`src/rtl/uart_tx_status.sv`:
```
`default_nettype none
// ============================================================================
//  Module   : uart_tx_status
//  Purpose  : 8N1 UART transmitter (LSB first) with a byte FIFO in front.
//             Returns status/acknowledge bytes from the FPGA to the host.
//             Queued bytes are sent back-to-back with no idle gap.
//  Revision : 1.0 - initial release
// ============================================================================
module uart_tx_status #(
    parameter int CLKS_PER_BIT = 868,
    parameter int FIFO_DEPTH   = 16,
    parameter int CNT_W        = $clog2(FIFO_DEPTH + 1)
) (
    input  logic             clk,
    input  logic             rst,
    input  logic [7:0]       data_in,
    input  logic             valid,
    output logic             ready,
    output logic             tx,
    output logic             busy,
    output logic [CNT_W-1:0] fifo_count
);

    localparam int c_PTR_W  = (FIFO_DEPTH > 1) ? $clog2(FIFO_DEPTH) : 1;
    localparam int c_BAUD_W = (CLKS_PER_BIT > 1) ? $clog2(CLKS_PER_BIT) : 1;

    localparam logic [c_BAUD_W-1:0] c_BAUD_LAST = c_BAUD_W'(CLKS_PER_BIT - 1);
    localparam logic [CNT_W-1:0]    c_FULL      = CNT_W'(FIFO_DEPTH);

    localparam logic [1:0] c_IDLE  = 2'd0;
    localparam logic [1:0] c_START = 2'd1;
    localparam logic [1:0] c_DATA  = 2'd2;
    localparam logic [1:0] c_STOP  = 2'd3;

    // FIFO storage and bookkeeping
    logic [7:0]         r_mem [FIFO_DEPTH];
    logic [c_PTR_W-1:0] r_wr_ptr;
    logic [c_PTR_W-1:0] r_rd_ptr;
    logic [CNT_W-1:0]   r_count;
    logic               r_ready_en;

    // Serializer state
    logic [1:0]          r_state;
    logic [c_BAUD_W-1:0] r_baud;
    logic [2:0]          r_bit_idx;
    logic [7:0]          r_shift;
    logic                r_tx;

    logic       w_full;
    logic       w_empty;
    logic       w_push;
    logic       w_pop;
    logic       w_baud_end;
    logic [7:0] w_head;

    assign w_full     = (r_count == c_FULL);
    assign w_empty    = (r_count == '0);
    assign w_baud_end = (r_baud == c_BAUD_LAST);
    assign w_head     = r_mem[r_rd_ptr];

    // ready is held low until the first edge after reset release
    assign ready  = r_ready_en & ~w_full;
    assign w_push = valid & ready;

    // The serializer takes the head byte when idle, or at the very end of a
    // stop bit so the next start bit follows without a gap.
    assign w_pop = ~w_empty &
                   ((r_state == c_IDLE) || ((r_state == c_STOP) && w_baud_end));

    assign tx         = r_tx;
    assign fifo_count = r_count;
    assign busy       = (r_state != c_IDLE) || ~w_empty;

    // Arm the ready output once reset has been released
    always_ff @(posedge clk or negedge rst) begin
        if (!rst) begin
            r_ready_en <= 1'b0;
        end else begin
            r_ready_en <= 1'b1;
        end
    end

    // FIFO data array: written only on an accepted push
    always_ff @(posedge clk) begin
        if (w_push) begin
            r_mem[r_wr_ptr] <= data_in;
        end
    end

    // FIFO pointers and occupancy; pointers wrap naturally (power-of-2 depth)
    always_ff @(posedge clk or negedge rst) begin
        if (!rst) begin
            r_wr_ptr <= '0;
            r_rd_ptr <= '0;
            r_count  <= '0;
        end else begin
            if (w_push) begin
                r_wr_ptr <= r_wr_ptr + c_PTR_W'(1);
            end
            if (w_pop) begin
                r_rd_ptr <= r_rd_ptr + c_PTR_W'(1);
            end
            if (w_push && !w_pop) begin
                r_count <= r_count + CNT_W'(1);
            end else if (!w_push && w_pop) begin
                r_count <= r_count - CNT_W'(1);
            end
        end
    end

    // Frame serializer: start bit, 8 data bits LSB first, stop bit
    always_ff @(posedge clk or negedge rst) begin
        if (!rst) begin
            r_state   <= c_IDLE;
            r_baud    <= '0;
            r_bit_idx <= '0;
            r_shift   <= '0;
            r_tx      <= 1'b1;
        end else begin
            case (r_state)
                c_IDLE: begin
                    r_tx <= 1'b1;
                    if (w_pop) begin
                        r_shift <= w_head;
                        r_baud  <= '0;
                        r_tx    <= 1'b0;
                        r_state <= c_START;
                    end
                end
                c_START: begin
                    if (w_baud_end) begin
                        r_baud    <= '0;
                        r_bit_idx <= '0;
                        r_tx      <= r_shift[0];
                        r_state   <= c_DATA;
                    end else begin
                        r_baud <= r_baud + c_BAUD_W'(1);
                    end
                end
                c_DATA: begin
                    if (w_baud_end) begin
                        r_baud <= '0;
                        if (r_bit_idx == 3'd7) begin
                            r_tx    <= 1'b1;
                            r_state <= c_STOP;
                        end else begin
                            r_bit_idx <= r_bit_idx + 3'd1;
                            r_shift   <= {1'b0, r_shift[7:1]};
                            // next bit is the one about to shift into bit 0
                            r_tx      <= r_shift[1];
                        end
                    end else begin
                        r_baud <= r_baud + c_BAUD_W'(1);
                    end
                end
                c_STOP: begin
                    if (w_baud_end) begin
                        r_baud <= '0;
                        if (w_pop) begin
                            r_shift <= w_head;
                            r_tx    <= 1'b0;
                            r_state <= c_START;
                        end else begin
                            r_state <= c_IDLE;
                        end
                    end else begin
                        r_baud <= r_baud + c_BAUD_W'(1);
                    end
                end
                default: begin
                    r_tx    <= 1'b1;
                    r_state <= c_IDLE;
                end
            endcase
        end
    end

endmodule
`default_nettype wire

```
`config.mk`:
```
export PLATFORM = sky130hd
export DESIGN_NAME = uart_tx_status
export DESIGN_NICKNAME = d
export VERILOG_FILES = /design/src/rtl/uart_tx_status.sv
export SDC_FILE = /design/constraint.sdc
export NUM_CORES = 1
export LEC_CHECK = 0
export ABC_AREA = 1
export CAP_MARGIN = 20
export CORE_MARGIN = 2
export CORE_UTILIZATION = 50
export DETAILED_ROUTE_END_ITERATION = 7
export GPL_TIMING_DRIVEN = 0
export HOLD_SLACK_MARGIN = 0.06
export PLACE_DENSITY = 0.66
export RECOVER_POWER = 100
export REMOVE_ABC_BUFFERS = 1
export SYNTH_ARGS = -nofsm -noshare
export SYNTH_HDL_FRONTEND = slang
export SYNTH_SLANG_ARGS = --single-unit
```
`constraint.sdc`:
```
create_clock -name clk -period 5.8 [get_ports clk]
set_input_delay 0.87 -clock clk [delete_from_list [all_inputs] [get_ports clk]]
set_output_delay 0.87 -clock clk [all_outputs]
set_load 0.05 [all_outputs]
```
* Yosys cells after proc, flatten, opt, wreduce, memory -nomap -nowiden *
Memories as Yosys holds them, arrays and structs flattened.
Index checks and enable logic that the tools add are counted.

operators by class
  reductions and logical operators = 18
  bitwise gates (word level) = 5
  add/sub/neg operators = 6
  eq/ne operators = 13
  muxes and demuxes = 30

operator list
  cell                                                                 count
  8-bit two-way mux                                                    4
  8-bit case mux with 3 select lines                                   1
  10-bit two-way mux                                                   2
  10-bit case mux with 2 select lines                                  1
  2-bit != test (second input constant)                                7
  4-bit AND reduction                                                  3
  10-bit by 1-bit adder with 10-bit output (second input constant)     1
  10-bit equality test (second input constant)                         1
  2-bit two-way mux                                                    5
  5-bit two-way mux                                                    2
  1-bit two-way mux                                                    9
  3-bit two-way mux                                                    3
  4-bit by 1-bit adder with 4-bit output (second input constant)       2
  2-bit case mux with 4 select lines                                   1
  3-bit case mux with 2 select lines                                   1
  2-bit nonzero test                                                   3
  5-bit by 1-bit adder with 5-bit output (second input constant)       1
  5-bit equality test (second input constant)                          1
  5-bit logical NOT                                                    1
  5-bit AND reduction                                                  1
  5-bit by 1-bit subtractor with 5-bit output (second input constant)  1
  2-bit equality test (second input constant)                          2
  1-bit case mux with 4 select lines                                   1
  3-bit by 1-bit adder with 3-bit output (second input constant)       1
  other kinds (10)                                                     17

word-level totals
  memory bits (writable) = 128
  register bits = 38
  memories kept = 1
  output and inout bits = 8
  word-level logic and storage cells = 82
  bits of input ports = 11

memories
  memory  words  bits a word  read ports  clocked after Yosys merged registers in  wr ports  RTL line  RTL
  r_mem   16     8            1           0                                        1         36        logic [7:0] r_mem [FIFO_DEPTH];

* Longest topological paths before layout *
Gate-level depths: netlist of the first run.

  depth after elaboration = 8
  mapped depth = 16
  gate-level depth less buffers = 16

* Worst setup path before layout of the first run *
Ideal clock, no wire load.

  kind = reg2reg
  from = reg r_count[0] (netlist: fifo_count[0])
  to = reg r_count[4] (netlist: fifo_count[4])
  library setup time = 0.123 ns
  cell stages (with the launch flop) = 15
  data arrival time = 2.758 ns
  buffers on the path = 0
  required time = 5.677 ns
  clock period less this slack = 2.881 ns
  slack = 2.919 ns
  cell sequence = dfrtp_1 nor2_1 nand3_1 nand2_1 inv_1 nand2_1 inv_1 ha_1 inv_1 fa_1 nand2_1 a21oi_1 o21ai_0 nand3_1 xor2_1

between the ends
  longest elaborated chain between the ends = 7
  elaborated cells between the ends (all ways) = 16
  those cells by class = add/sub (2); eq/ne (1); mux (2); bitwise (5); reduce/logical (6)

RTL lines
  item                          RTL line  RTL
  start: declaration            39        logic [CNT_W-1:0] r_count;
  start signal: assignment      104       r_count <= r_count + CNT_W'(1);
  start signal: assignment      106       r_count <= r_count - CNT_W'(1);
  5-bit equality test *         56        assign w_full = (r_count == c_FULL);
  1-bit inverter *              62        assign ready = r_ready_en & ~w_full;
  1-bit bitwise AND *           62
  named net ready               18        output logic ready,
  1-bit bitwise AND *           63        assign w_push = valid & ready;
  named net w_push              51        logic w_push;
  1-bit logical NOT             105       end else if (!w_push && w_pop) begin
  1-bit logical AND             105
  2-bit nonzero test (no line)  n/a

The timed path passes the listed nets; every way through them passes the cells marked *. The select of a mux whose other input is x is not followed.
A chain may end at the register's enable or synchronous reset.

* Worst setup path after layout of the first run *
  from = reg r_state[0]
  to = out busy

between the ends
  longest elaborated chain between the ends = 2

RTL lines
  item                      RTL line  RTL
  start: declaration        43        logic [1:0] r_state;
  start signal: assignment  114       r_state <= c_IDLE;
  start signal: assignment  127       r_state <= c_START;
  start signal: assignment  135       r_state <= c_DATA;
  2-bit nonzero test        72        assign busy = (r_state != c_IDLE) || ~w_empty;
  1-bit logical OR          72
  end: declaration          20        output logic busy,

No other way between the ends.

==> results of run 1 <==
stage by stage:
stage / total power [mW] / std cells
2_1_floorplan: 1.64 / 669
3_3_place_gp: 1.74 / 871
3_5_place_dp: 1.76 / 872
4_1_cts: 2.77 / 903
5_1_grt: 2.85 / 903
6_report: 2.75 / 903
layout make-up:
| cell class | instances | area [sq um] | area share, % |
|---|---|---|---|
| inverters | 63 | 236 | 2.89 |
| repair buffers | 19 | 194 | 2.37 |
| flip-flops and latches | 166 | 4800 | 58.7 |
| multi-input cells | 440 | 2190 | 26.9 |
| clock buffers | 19 | 433 | 5.30 |
| well taps | 184 | 230 | 2.82 |
| clock inverters | 12 | 88.8 | 1.09 |
critical path, stage by stage (launching register included):
cell and delay [ns]:
sky130_fd_sc_hd__dfrtp_1 0.41, sky130_fd_sc_hd__inv_1 0.14, sky130_fd_sc_hd__ha_1 0.25, sky130_fd_sc_hd__inv_1 0.11
sky130_fd_sc_hd__nor2_1 0.28, sky130_fd_sc_hd__inv_1 0.24, sky130_fd_sc_hd__dlygate4sd3_1 0.82
cell families after synthesis:
family                   synth area share [%]
XOR/XNOR                                 1.07
adder cells (fa/ha/maj)                  3.15
other                                  0.0508
flip-flops                               64.9
AO/OA/AOI/OAI                            7.78
multiplexers                            0.152
buffers and inverters                    4.96
AND/OR/NAND/NOR                          17.9
how the worst max path moves through the flow:
| stage | depth (start not counted) | endpoint | from | slack (ns) |
|---|---|---|---|---|
| after detailed placement | 11 | fifo_count[4] | valid | 2.75 |
| after CTS | 6 | busy | r_state[0] | 2.36 |
| after global routing | 6 | busy | r_state[1] | 2.12 |
| final | 6 | busy | r_state[0] | 2.25 |
| after floorplan | 14 | fifo_count[4] | fifo_count[0] | 2.92 |
| after global placement | 7 | r_shift[6] | r_rd_ptr[0] | 1.51 |
report_power, final:
| group | internal (mW) | switching [mW] |
|---|---|---|
| clock | 0.578 | 0.440 |
| sequential | 1.36 | 0.0488 |
| combinational | 0.0918 | 0.228 |
| total | 2.03 | 0.716 |
state kept, by name, summed over array words and instances, names as in the netlist:
| signal | flops |
|---|---|
| r_mem | 128 |
| r_baud | 10 |
| r_shift | 8 |
| fifo_count | 5 |
| r_rd_ptr | 4 |
| r_wr_ptr | 4 |
| r_bit_idx | 3 |
| r_state | 2 |
| r_ready_en | 1 |
| tx | 1 |
per-layer routing:
metal / GRT usage (%) / vias up / wire length [microns]
li1: - / 2386 / -
met4: 8.24 / 0 / 378
met1: 27.8 / 2430 / 6770
met3: 3.85 / 25 / 700
met2: 34.4 / 122 / 7840
met5: 0 / - / 0
placed cells by master, fill, tap and decap left out, types with 3 or more instances in the layout:
master	n
sky130_fd_sc_hd__edfxtp_1	128
sky130_fd_sc_hd__nor2_1	125
sky130_fd_sc_hd__nand2_1	103
sky130_fd_sc_hd__nand3_1	67
sky130_fd_sc_hd__inv_1	60
sky130_fd_sc_hd__o21ai_0	57
sky130_fd_sc_hd__dfrtp_1	37
sky130_fd_sc_hd__ha_1	17
sky130_fd_sc_hd__clkbuf_16	17
sky130_fd_sc_hd__dlygate4sd3_1	17
sky130_fd_sc_hd__o211ai_1	15
sky130_fd_sc_hd__a21oi_1	14
sky130_fd_sc_hd__xor2_1	7
sky130_fd_sc_hd__o21ai_1	6
sky130_fd_sc_hd__clkinv_1	5
sky130_fd_sc_hd__o22ai_1	5
sky130_fd_sc_hd__clkinv_2	4
sky130_fd_sc_hd__nor2_2	3
sky130_fd_sc_hd__a32o_1	3
sky130_fd_sc_hd__nand4_1	3
sky130_fd_sc_hd__clkbuf_1	3
==> results.txt, run 1 <==
The number of hold buffers added after CTS came out at 0. In this run the most critical hold path is launched from r_shift[2]. The number of detailed-route iterations in the first pass is 5. The number of synthesized flops with an enable pin came out at 128. The share of the core filled with cells is 56.4%. The number of pins exceeding their max-slew limit in the final report was 91.

Sequential cells were found to cover 64.9% of the synthesized design area. The largest total area in the synthesized netlist belongs to sky130_fd_sc_hd__edfxtp_1. The number of gates resized after CTS was 0. Setup repair after global routing left no endpoint under its margin. Once detail routing completed, the nets flagged for antenna violations numbered 0.

The setup slack of the worst register-to-register path came out at 2.54 ns. The number of antenna violations at the first check in global routing came to 0. The vertical die dimension is 126 microns. The number of buffers inserted by post-CTS setup repair came out at 0. The worst clock skew on the final layout is 0.00810 ns. The gate count of the mapped netlist came out at 696.

The number of levels in the clock H-tree came out at 4. The clock input transition at the sequential cells of the worst setup and hold paths came out at 0.06 ns. The clock latency on the worst-skew pair came out at 0.43 ns. After detailed routing, the average wire length per cell comes to 17.4 microns. The average instance area after synthesis is 10.6 sq um. The final-report hold violation count is 0. The die area came out at 15800 sq um. The number of different library cells in the post-synthesis netlist came out at 36. The half-perimeter wire length after detailed placement is 9600 microns. Entering global routing, the biggest net connects 55 pins. Counting flops with an async set or reset pin after synthesis yields a share of 22.9%. The tightest hold path in the finished design has a slack of 0.488 ns.

The DRC violation total after the first TritonRoute iteration is 399. The biggest fanout along the worst timing path is 10. The area share of the largest cell type after synthesis is 52.1%.

STA puts the critical path data required time at 4.93 ns. The vias after detailed routing came out at 4963. The number of global-route vias before repair is 4814. The total wire length is 15700 microns. After routing the design area is 8170 sq um.

Once the floorplan was initialized, standard cells occupied 51.0% of the core. At the placement stage, the worst setup path has a slack of 2.75 ns. The first global-routing pass estimated 25200 microns of wire. The critical path in this run is classified as flop to output pin. The slew at the pin with the worst max-slew slack is 2.13 ns. The number of warnings issued by yosys came out at 0. Headroom to the max-slew limit came out at -42.2%. The worst register-to-register path has a depth of 8. After synthesis, the cell types taking the most area are sky130_fd_sc_hd__edfxtp_1, sky130_fd_sc_hd__dfrtp_1, sky130_fd_sc_hd__nor2_1, sky130_fd_sc_hd__nand2_1, sky130_fd_sc_hd__nand3_1. The count of max-cap constraint violations came out at 2. The total overflow left after global routing is 0. Data on the critical path arrives at its endpoint at 2.68 ns.

The smallest setup slack after layout is 2.25 ns. TritonCTS built the clock tree. The placeable core region came out at 14500 sq um.

The total setup violations reported at the end of the flow came out at 0. The final estimated routing congestion in global placement came out at 0.856. In this run the static leakage power is 3.23 nW. The placement row count is 44. The synthesized area came out at 7380 sq um. The mean number of vias per cell came out at 5.50. In this run the power density over the cells is 336 nW/um^2. In the final layout, the share of cells above drive strength 1 is 5.15%. The tightest min-delay check is of the flop to flop type.

In the finished design, the share of the clock period the worst path needs comes to 61.3%. The post-route minimum period is 3.55 ns. The register bit total from synthesis came out at 166. Clock tree synthesis inserted a total of 17 buffers. The most common cell in the netlist is sky130_fd_sc_hd__edfxtp_1. The clock passes through at most 2 buffers.

The standard cell area after detailed placement is 7680 sq um. The root buffer cell chosen for the clock tree is sky130_fd_sc_hd__clkbuf_16. Across the VDD grid, the largest voltage drop is 0.211 mV. The number of sinks driven by the clock tree came out at 166. The relative area change from synthesis to final layout came out at 10.7%. The path with the worst hold slack has its endpoint at r_shift[2]. The number of filler instances in the final layout is 1186. The DRC violation count after routing came out at 0. The endpoint of the most critical register-to-register path is r_shift[6]. The die span in x came out at 126 microns. The flow ran to the end, but the final reports show violations.

The final total negative setup slack is 0 ns. During I/O placement, the number of pins put on the boundary was 19. In the synthesized netlist the dominant register cell turns out to be sky130_fd_sc_hd__edfxtp_1. The worst register-to-register path begins at r_rd_ptr[0]. The startpoint kind of the worst setup timing path is a flop. STA classifies the critical path endpoint as an output pin. The number of port buffers came out at 18. The number of antenna diodes came out at 0. The all-layer global routing usage is 20.9%. The final reports fail on max-capacitance violations, max-slew violations. The worst hold path was traced through 2 stages. The final layout net count came out at 736.

For this run, the top clock speed supported by timing is 281 MHz. Sorting the synthesized cells by how often they occur yields sky130_fd_sc_hd__edfxtp_1, sky130_fd_sc_hd__nor2_1, sky130_fd_sc_hd__nand2_1.
No activity file was read; power rests on OpenSTA's default activity.
==> inputs of run 2 (changes only) <==
==> constraint.sdc (replaced) <==
create_clock -name clk -period 3.43 [get_ports clk]
set_input_delay 0.5145 -clock clk [delete_from_list [all_inputs] [get_ports clk]]
set_output_delay 0.5145 -clock clk [all_outputs]
set_load 0.05 [all_outputs]
==> results.txt, run 2 (same netlist as run 1, synthesis figures left out) <==
The flow ran to the end, but the final reports show violations. The checks that failed: max-capacitance violations, max-slew violations. The average wire per cell in the routed design came out at 17.3 microns (-0.30%). Subtracting the final worst setup slack from the clock period gives 3.18 ns.

The net switching fraction of the power is 26.2% (+0.11 points). The global-route track usage on met1 is 27.8% (unchanged). The worst clock skew on the final layout came to 0.00808 ns (-0.0000201 ns).

The number of flip-flops in the largest register is 128 (unchanged). The remaining global-route overflow came to 0 (unchanged). The total setup violations reported at the end of the flow came to 0 (unchanged).

The max-slew headroom at the worst pin is -42.3% (-0.17 points). The internal power of the cells came out at 3.43 mW (+69%). The signal on the critical path passes through inv_1 > ha_1 > inv_1 > nor2_1 > inv_1 > clkdlybuf4s50_1. The number of buffers and inverters on the critical path is 4 (unchanged). The wire length of the first global-routing pass is 25200 microns (unchanged).

The slew at the pin with the worst max-slew slack is 2.13 ns (+0.00248 ns). The number of top-level design ports came out at 19 (unchanged). The number of antenna violations at the first check in global routing is 0 (unchanged). Broken down by cell family, the worst path's largest delay share belongs to buffers and inverters. The fraction of final layout cells with drive strength greater than 1 came out at 5.42% (+0.28 points). The placeable core region is 14500 sq um (unchanged).

The final instance count without filler cells is 903 (unchanged). The standard cell area after detailed placement came to 7680 sq um (unchanged). The count of max-cap constraint violations is 2 (unchanged). The starting utilization of the core area came out at 51.0% (unchanged).

The final hold slack is 0.485 ns (-0.00295 ns). The met3 demand-to-capacity share in global routing came out at 3.85% (unchanged). The placement row count was 44 (unchanged). CTS placed an instance of sky130_fd_sc_hd__clkbuf_16 at the clock tree root. The worst setup path is captured at an output pin. The combinational power share was 11.6% (about the same).

In the layout the commonest cells are sky130_fd_sc_hd__edfxtp_1, sky130_fd_sc_hd__nor2_1, sky130_fd_sc_hd__nand2_1. The number of pins exceeding their max-slew limit in the final report came out at 91 (unchanged). The post-route fraction of the period consumed by the critical path is 92.6%. The number of hold buffers added after CTS came out at 0 (unchanged).

In the final layout, the registers with the most flip-flops are r_mem: 128 flops, r_baud: 10 flops, r_shift: 8 flops. TritonCTS built the clock tree. The die area came out at 15800 sq um (unchanged). The routing usage on met2 is 34.4% (unchanged). The number of port buffers was 18 (unchanged).

The number of buffers inserted during clock tree synthesis is 17 (unchanged). The number of sinks driven by the clock tree came out at 166 (unchanged). The areal power density over the cells came to 568 nW/um^2 (+69%). The critical path class is flop to output pin. The count of instances resized after the clock tree is built came to 0 (unchanged). The cell that appears most often on the critical path is sky130_fd_sc_hd__inv_1. The share of total power in the clock network came out at 37.1% (about the same). The DRC violation total after the first TritonRoute iteration came out at 347 (-13%).

The final-report hold violation count is 0 (unchanged). The length in cells of the worst reg-to-reg path is 8 (unchanged). The finished layout cell area is 8180 sq um (+0.11%).

The number of placed cells counting well taps is 872 (unchanged). The critical path depth is 6 (unchanged). The all-layer global routing usage is 20.9% (unchanged). The number of levels in the clock H-tree is 4 (unchanged).

The worst min-delay path category is flop to flop. The worst register-to-register path ends at r_shift[6]. The maximum clock rate is 315 MHz. The clock latency on the worst-skew pair was 0.43 ns (about the same).

The number of buffers inserted by post-CTS setup repair was 0 (unchanged). The number of antenna-violating nets in the routed design is 0 (unchanged). The setup slack of the worst register-to-register path came to 0.39 ns (-2.15 ns).

The number of antenna diodes was 0 (unchanged). The worst-case clock buffer depth is 2 (unchanged). The number of detailed-route iterations in the first pass is 5 (unchanged). The leakage power total was 3.23 nW (about the same). The share of the core filled with cells was 56.5% (+0.060 points). The critical path ends at busy. The worst setup path is launched from a flop.

The startpoint identified for the worst register-to-register timing path is r_rd_ptr[0]. Setup repair after global routing left no endpoint under its margin. The number of global-route vias before repair is 4814 (unchanged). Counting flops per register, the top entry is r_mem.

The die span in x came out at 126 microns (unchanged). The worst hold path depth was 2 (unchanged). The net switching power was 1.22 mW (+70%). The DRC violation count after routing is 0 (unchanged). The worst supply voltage drop on vdd is 0.358 mV (+69%). The stage delay of the slowest cell on the critical path is 0.76 ns (-0.06 ns). The clock input transition at the sequential cells of the worst setup and hold paths is 0.06 ns (about the same). The most common cell after layout, fill and taps aside is sky130_fd_sc_hd__edfxtp_1. The portion of total power attributed to sequential cells is 51.2% (about the same). The biggest fanout along the worst timing path is 10 (unchanged). The critical path starts at r_state[0]. The total wire length was 15600 microns (-0.30%).

The half-perimeter wire length after detailed placement came out at 9600 microns (unchanged). The vias after detailed routing came out at 4968 (+0.10%). The worst endpoint data arrival time came out at 2.66 ns (-0.02 ns). The largest individual stage delay along the critical path comes from the cell sky130_fd_sc_hd__clkdlybuf4s50_1.

The maximum number of pins on one net before global-route repair came to 55 (unchanged). The required time of the worst setup path came to 2.92 ns (-2.01 ns). The final layout net count is 736 (unchanged).

The most used routing layer in global routing is met2. The final estimated routing congestion in global placement came out at 0.856 (unchanged). The vertical die dimension came out at 126 microns (unchanged). The relative area change from synthesis to final layout came out at 10.8%. The mean number of vias per cell came out at 5.50 (+0.10%). The number of filler instances in the final layout came out at 1183 (-0.25%).
==> run 2: how the worst min path moves through the flow <==
stage	end	from
2_1_floorplan	fifo_count[0]	rst
3_3_place_gp	r_shift[5]	r_shift[5]
3_5_place_dp	r_shift[2]	r_shift[2]
4_1_cts	r_baud[6]	rst
5_1_grt	r_shift[2]	r_shift[2]
6_report	r_shift[2]	r_shift[2]
==> run 2: cell type report <==
| type | count | area [sq um] | share of cell area (%) |
|---|---|---|---|
| multi-input cells | 440 | 2200 | 26.9 |
| well taps | 184 | 230 | 2.81 |
| flip-flops and latches | 166 | 4800 | 58.6 |
| clock buffers | 19 | 433 | 5.29 |
| clock inverters | 12 | 88.8 | 1.09 |
| inverters | 63 | 236 | 2.89 |
| repair buffers | 19 | 194 | 2.37 |
==> run 2: power by group through the flow <==
| stage | Clock, mW | Sequential [mW] | Combinational [mW] |
|---|---|---|---|
| 2_1_floorplan | 0 | 2.50 | 0.264 |
| 3_3_place_gp | 0 | 2.42 | 0.532 |
| 3_5_place_dp | 0 | 2.42 | 0.554 |
| 4_1_cts | 1.73 | 2.38 | 0.558 |
| 5_1_grt | 1.82 | 2.39 | 0.605 |
| 6_report | 1.73 | 2.38 | 0.541 |
==> run 2: stage by stage <==
step	TNS, ns	total power, mW	setup slack (ns)
final	0	4.65	0.254
after global routing	0	4.82	0.137
after CTS	0	4.68	0.347
after detailed placement	0	2.98	0.737
after global placement	-6.93	2.95	-0.864
after floorplan	0	2.77	0.549
==> run 2: metal layers <==
metal  part of all wire (%)  vias to the layer above
li1                       -                     2392
met1                     44                     2429
met2                     50                      118
met3                    3.9                       29
met4                    2.5                        0
met5                      0                        -
==> run 2: worst reg2reg max path, cell delays in order, from the launching register on <==
cell                       delay [ns]
sky130_fd_sc_hd__dfrtp_2         0.60
sky130_fd_sc_hd__buf_12          0.28
sky130_fd_sc_hd__inv_1           1.18
sky130_fd_sc_hd__o21ai_0         0.32
sky130_fd_sc_hd__o211ai_1        0.19
sky130_fd_sc_hd__nand3_1         0.18
sky130_fd_sc_hd__nand3_1         0.12
sky130_fd_sc_hd__nand2_1         0.06
sky130_fd_sc_hd__nand2_1         0.05
==> inputs of run 3 (changes only) <==
--- a/config.mk
+++ b/config.mk
@@ -6,13 +6,12 @@
 export NUM_CORES = 1
 export LEC_CHECK = 0
 export ABC_AREA = 1
-export CAP_MARGIN = 20
 export CORE_MARGIN = 2
-export CORE_UTILIZATION = 50
+export CORE_UTILIZATION = 40
 export DETAILED_ROUTE_END_ITERATION = 7
 export GPL_TIMING_DRIVEN = 0
 export HOLD_SLACK_MARGIN = 0.06
-export PLACE_DENSITY = 0.66
+export PLACE_DENSITY = 0.55
 export RECOVER_POWER = 100
 export REMOVE_ABC_BUFFERS = 1
 export SYNTH_ARGS = -nofsm -noshare
==> results.txt, run 3 (same netlist as run 1, synthesis figures left out) <==
The flow ran to the end, but the final reports show violations. The checks that failed: max-capacitance violations, max-slew violations. Signal routing reaches up to met4. Traced cell by cell, the critical path runs through inv_1 > ha_1 > inv_1 > nor2_1 > inv_1 > clkdlybuf4s50_1. By instance count, the cell type seen most on the critical path is sky130_fd_sc_hd__inv_1. The slowest stage of the critical path is the sky130_fd_sc_hd__clkdlybuf4s50_1 cell. The DRC violation total after the first TritonRoute iteration is 422 (+22%). The top cell types in the final layout, fill and taps aside, are sky130_fd_sc_hd__edfxtp_1, sky130_fd_sc_hd__nor2_1, sky130_fd_sc_hd__nand2_1. The half-perimeter wire length after detailed placement came out at 10300 microns (+7.8%).

The number of antenna-violating nets in the routed design is 0 (unchanged). The TritonCTS clock tree is built. The critical path class is flop to output pin. The count of instances resized after the clock tree is built is 0 (unchanged). The starting utilization of the core area came out at 41.0% (-10 points). The clock latency on the worst-skew pair came out at 0.43 ns (about the same).

The most common cell after layout, fill and taps aside is sky130_fd_sc_hd__edfxtp_1. The number of sinks driven by the clock tree is 166 (unchanged). The number of pins exceeding their max-slew limit in the final report is 39 (-57%). The number of levels in the clock H-tree came out at 4 (unchanged). The stage delay of the slowest cell on the critical path is 0.76 ns (about the same). The min-delay analysis places its worst path in the category flop to flop. The wire length of the first global-routing pass is 26600 microns (+5.5%). The largest registers in the layout are r_mem: 128 flops, r_baud: 10 flops, r_shift: 8 flops. Setup repair after global routing left no endpoint under its margin. The slew at the pin with the worst max-slew slack is 2.16 ns (+0.0254 ns). The fraction of final layout cells with drive strength greater than 1 was 6.67% (+1.2 points). The number of detailed-route iterations in the first pass is 6 (+1). The detailed-route wire length on metal 1 is 7280 microns (+6.3%).

The number of antenna violations at the first check in global routing was 0 (unchanged). The remaining global-route overflow is 0 (unchanged). The areal power density over the cells came to 569 nW/um^2 (+0.15%).

The DRC violation count after routing is 0 (unchanged). The leakage power total is 3.24 nW (+0.20%). The endpoint identified for the worst register-to-register timing path is fifo_count[4]. The number of hold buffers added after CTS came out at 0 (unchanged). The final instance count without filler cells is 949 (+5.1%). The number of flip-flops in the largest register came to 128 (unchanged). The number of filler instances in the final layout came out at 1662 (+40%). The number of global-route vias before repair came out at 4895 (+1.7%).

The number of placed cells counting well taps came out at 917 (+5.2%). The post-route fraction of the period consumed by the critical path is 92.2% (-0.41 points). The worst-case clock buffer depth is 2 (unchanged). The all-layer global routing usage is 17.9% (-3.1 points).

The setup slack of the worst register-to-register path came out at 0.53 ns (+0.14 ns). The total wire length came out at 16400 microns (+4.6%). The startpoint kind of the worst setup timing path is a flop. The placeable core region came out at 18000 sq um (+24%). The endpoint of the worst hold path is r_shift[5]. The placement row count came to 49 (+11%). The worst clock skew on the final layout is 0.0143 ns (+0.00625 ns).

The vertical die dimension is 140 microns (+11%). The mean number of vias per cell is 5.12 (-7.0%). The number of port buffers came out at 18 (unchanged). The worst supply voltage drop on vdd came to 0.366 mV (+2.2%). The relative area change from synthesis to final layout came out at 12.2%.

The critical register-to-register path startpoint is r_state[0]. The count of max-cap constraint violations came out at 1 (-1). The die span in x is 140 microns (+11%). The number of buffers inserted during clock tree synthesis is 17 (unchanged).

The maximum number of pins on one net before global-route repair is 52 (-5.5%). The sum of met3 wire segment lengths after detailed routing was 836 microns (+35%). The length in cells of the worst reg-to-reg path is 15 (+7).

The final layout net count is 736 (unchanged). The routed wire length on met2 is 7890 microns (+1.3%). The die area is 19600 sq um (+24%). The maximum clock rate is 316 MHz (+0.45%). The max-slew headroom at the worst pin is -44.0% (-1.7 points). The total setup violations reported at the end of the flow came out at 0 (unchanged). STA classifies the critical path endpoint as an output pin. The biggest fanout along the worst timing path came out at 10 (unchanged). The final total negative setup slack came out at 0 ns (unchanged). The number of antenna diodes is 0 (unchanged). The final estimated routing congestion in global placement came out at 0.820 (-4.2%). The clock input transition at the sequential cells of the worst setup and hold paths is 0.06 ns (about the same). The average wire per cell in the routed design was 17.2 microns (-0.51%). The number of top-level design ports is 19 (unchanged). The vias after detailed routing came to 4858 (-2.2%). More flip-flops sit in one register than any other, and that register is r_mem. The required time of the worst setup path came out at 2.92 ns (about the same). The startpoint identified for the worst hold timing path is r_shift[5]. The post-route minimum period came to 3.16 ns (-0.0141 ns). The tree is rooted in a sky130_fd_sc_hd__clkbuf_16. The worst endpoint data arrival time came out at 2.65 ns (about the same). The worst hold path depth came out at 2 (unchanged).

The number of buffers inserted by post-CTS setup repair came out at 0 (unchanged). The final-report hold violation count came out at 0 (unchanged).
run 3: layout make-up:
| class | instances | area, sq um | area share, % |
|---|---|---|---|
| Multi-Input combinational cell | 440 | 2210 | 26.7 |
| Timing Repair Buffer | 19 | 194 | 2.34 |
| Inverter | 63 | 236 | 2.85 |
| Sequential cell | 166 | 4800 | 57.9 |
| Clock inverter | 15 | 129 | 1.56 |
| Clock buffer | 17 | 425 | 5.14 |
| Tap cell | 229 | 287 | 3.46 |
run 3: through the flow:
stage               utilization, %  setup WS [ns]  instance area [sq um]  total power, mW  hold slack, ns
global placement              42.8          -1.10                   7720             2.95           0.464
detailed placement            42.9          0.701                   7740             2.99           0.466
floorplan                        -          0.549                   7250             2.77           0.219
finish                        46.0          0.268                   8280             4.71           0.488
CTS                           46.0          0.323                   8290             4.76           0.243
global route                  46.0          0.123                   8280             4.92           0.498
run 3: routing by layer:
metal  GRT usage (%)  vias to the layer above
met2            29.0                      121
met1            23.8                     2315
met5               0                        -
li1                -                     2393
met3            3.68                       29
met4            6.68                        0
run 3: worst max-delay path by stage:
stage                       start             to  slack (ns)  depth (start not counted)
global placement      r_rd_ptr[0]     r_shift[1]       -1.10                          7
finish                 r_state[0]           busy        0.27                          6
CTS                    r_state[0]           busy        0.32                          6
floorplan           fifo_count[0]  fifo_count[4]        0.55                         14
detailed placement          valid  fifo_count[4]        0.70                         11
global route           r_state[1]           busy        0.12                          6
run 3: power by group:
part           switching, mW  internal, mW  leakage, nW
clock network          0.788         0.999        0.264
logic                  0.389         0.157         1.35
registers             0.0836          2.30         1.62
total                   1.26          3.45         3.24
run 3: worst max-delay path, delay by kind of cell, from the launching register on:
family | cells | cell delay (ns)
DFF | 1 | 0.41
adders and majority gates | 1 | 0.26
and+or+nand+nor | 1 | 0.29
buffers and inverters | 4 | 1.28
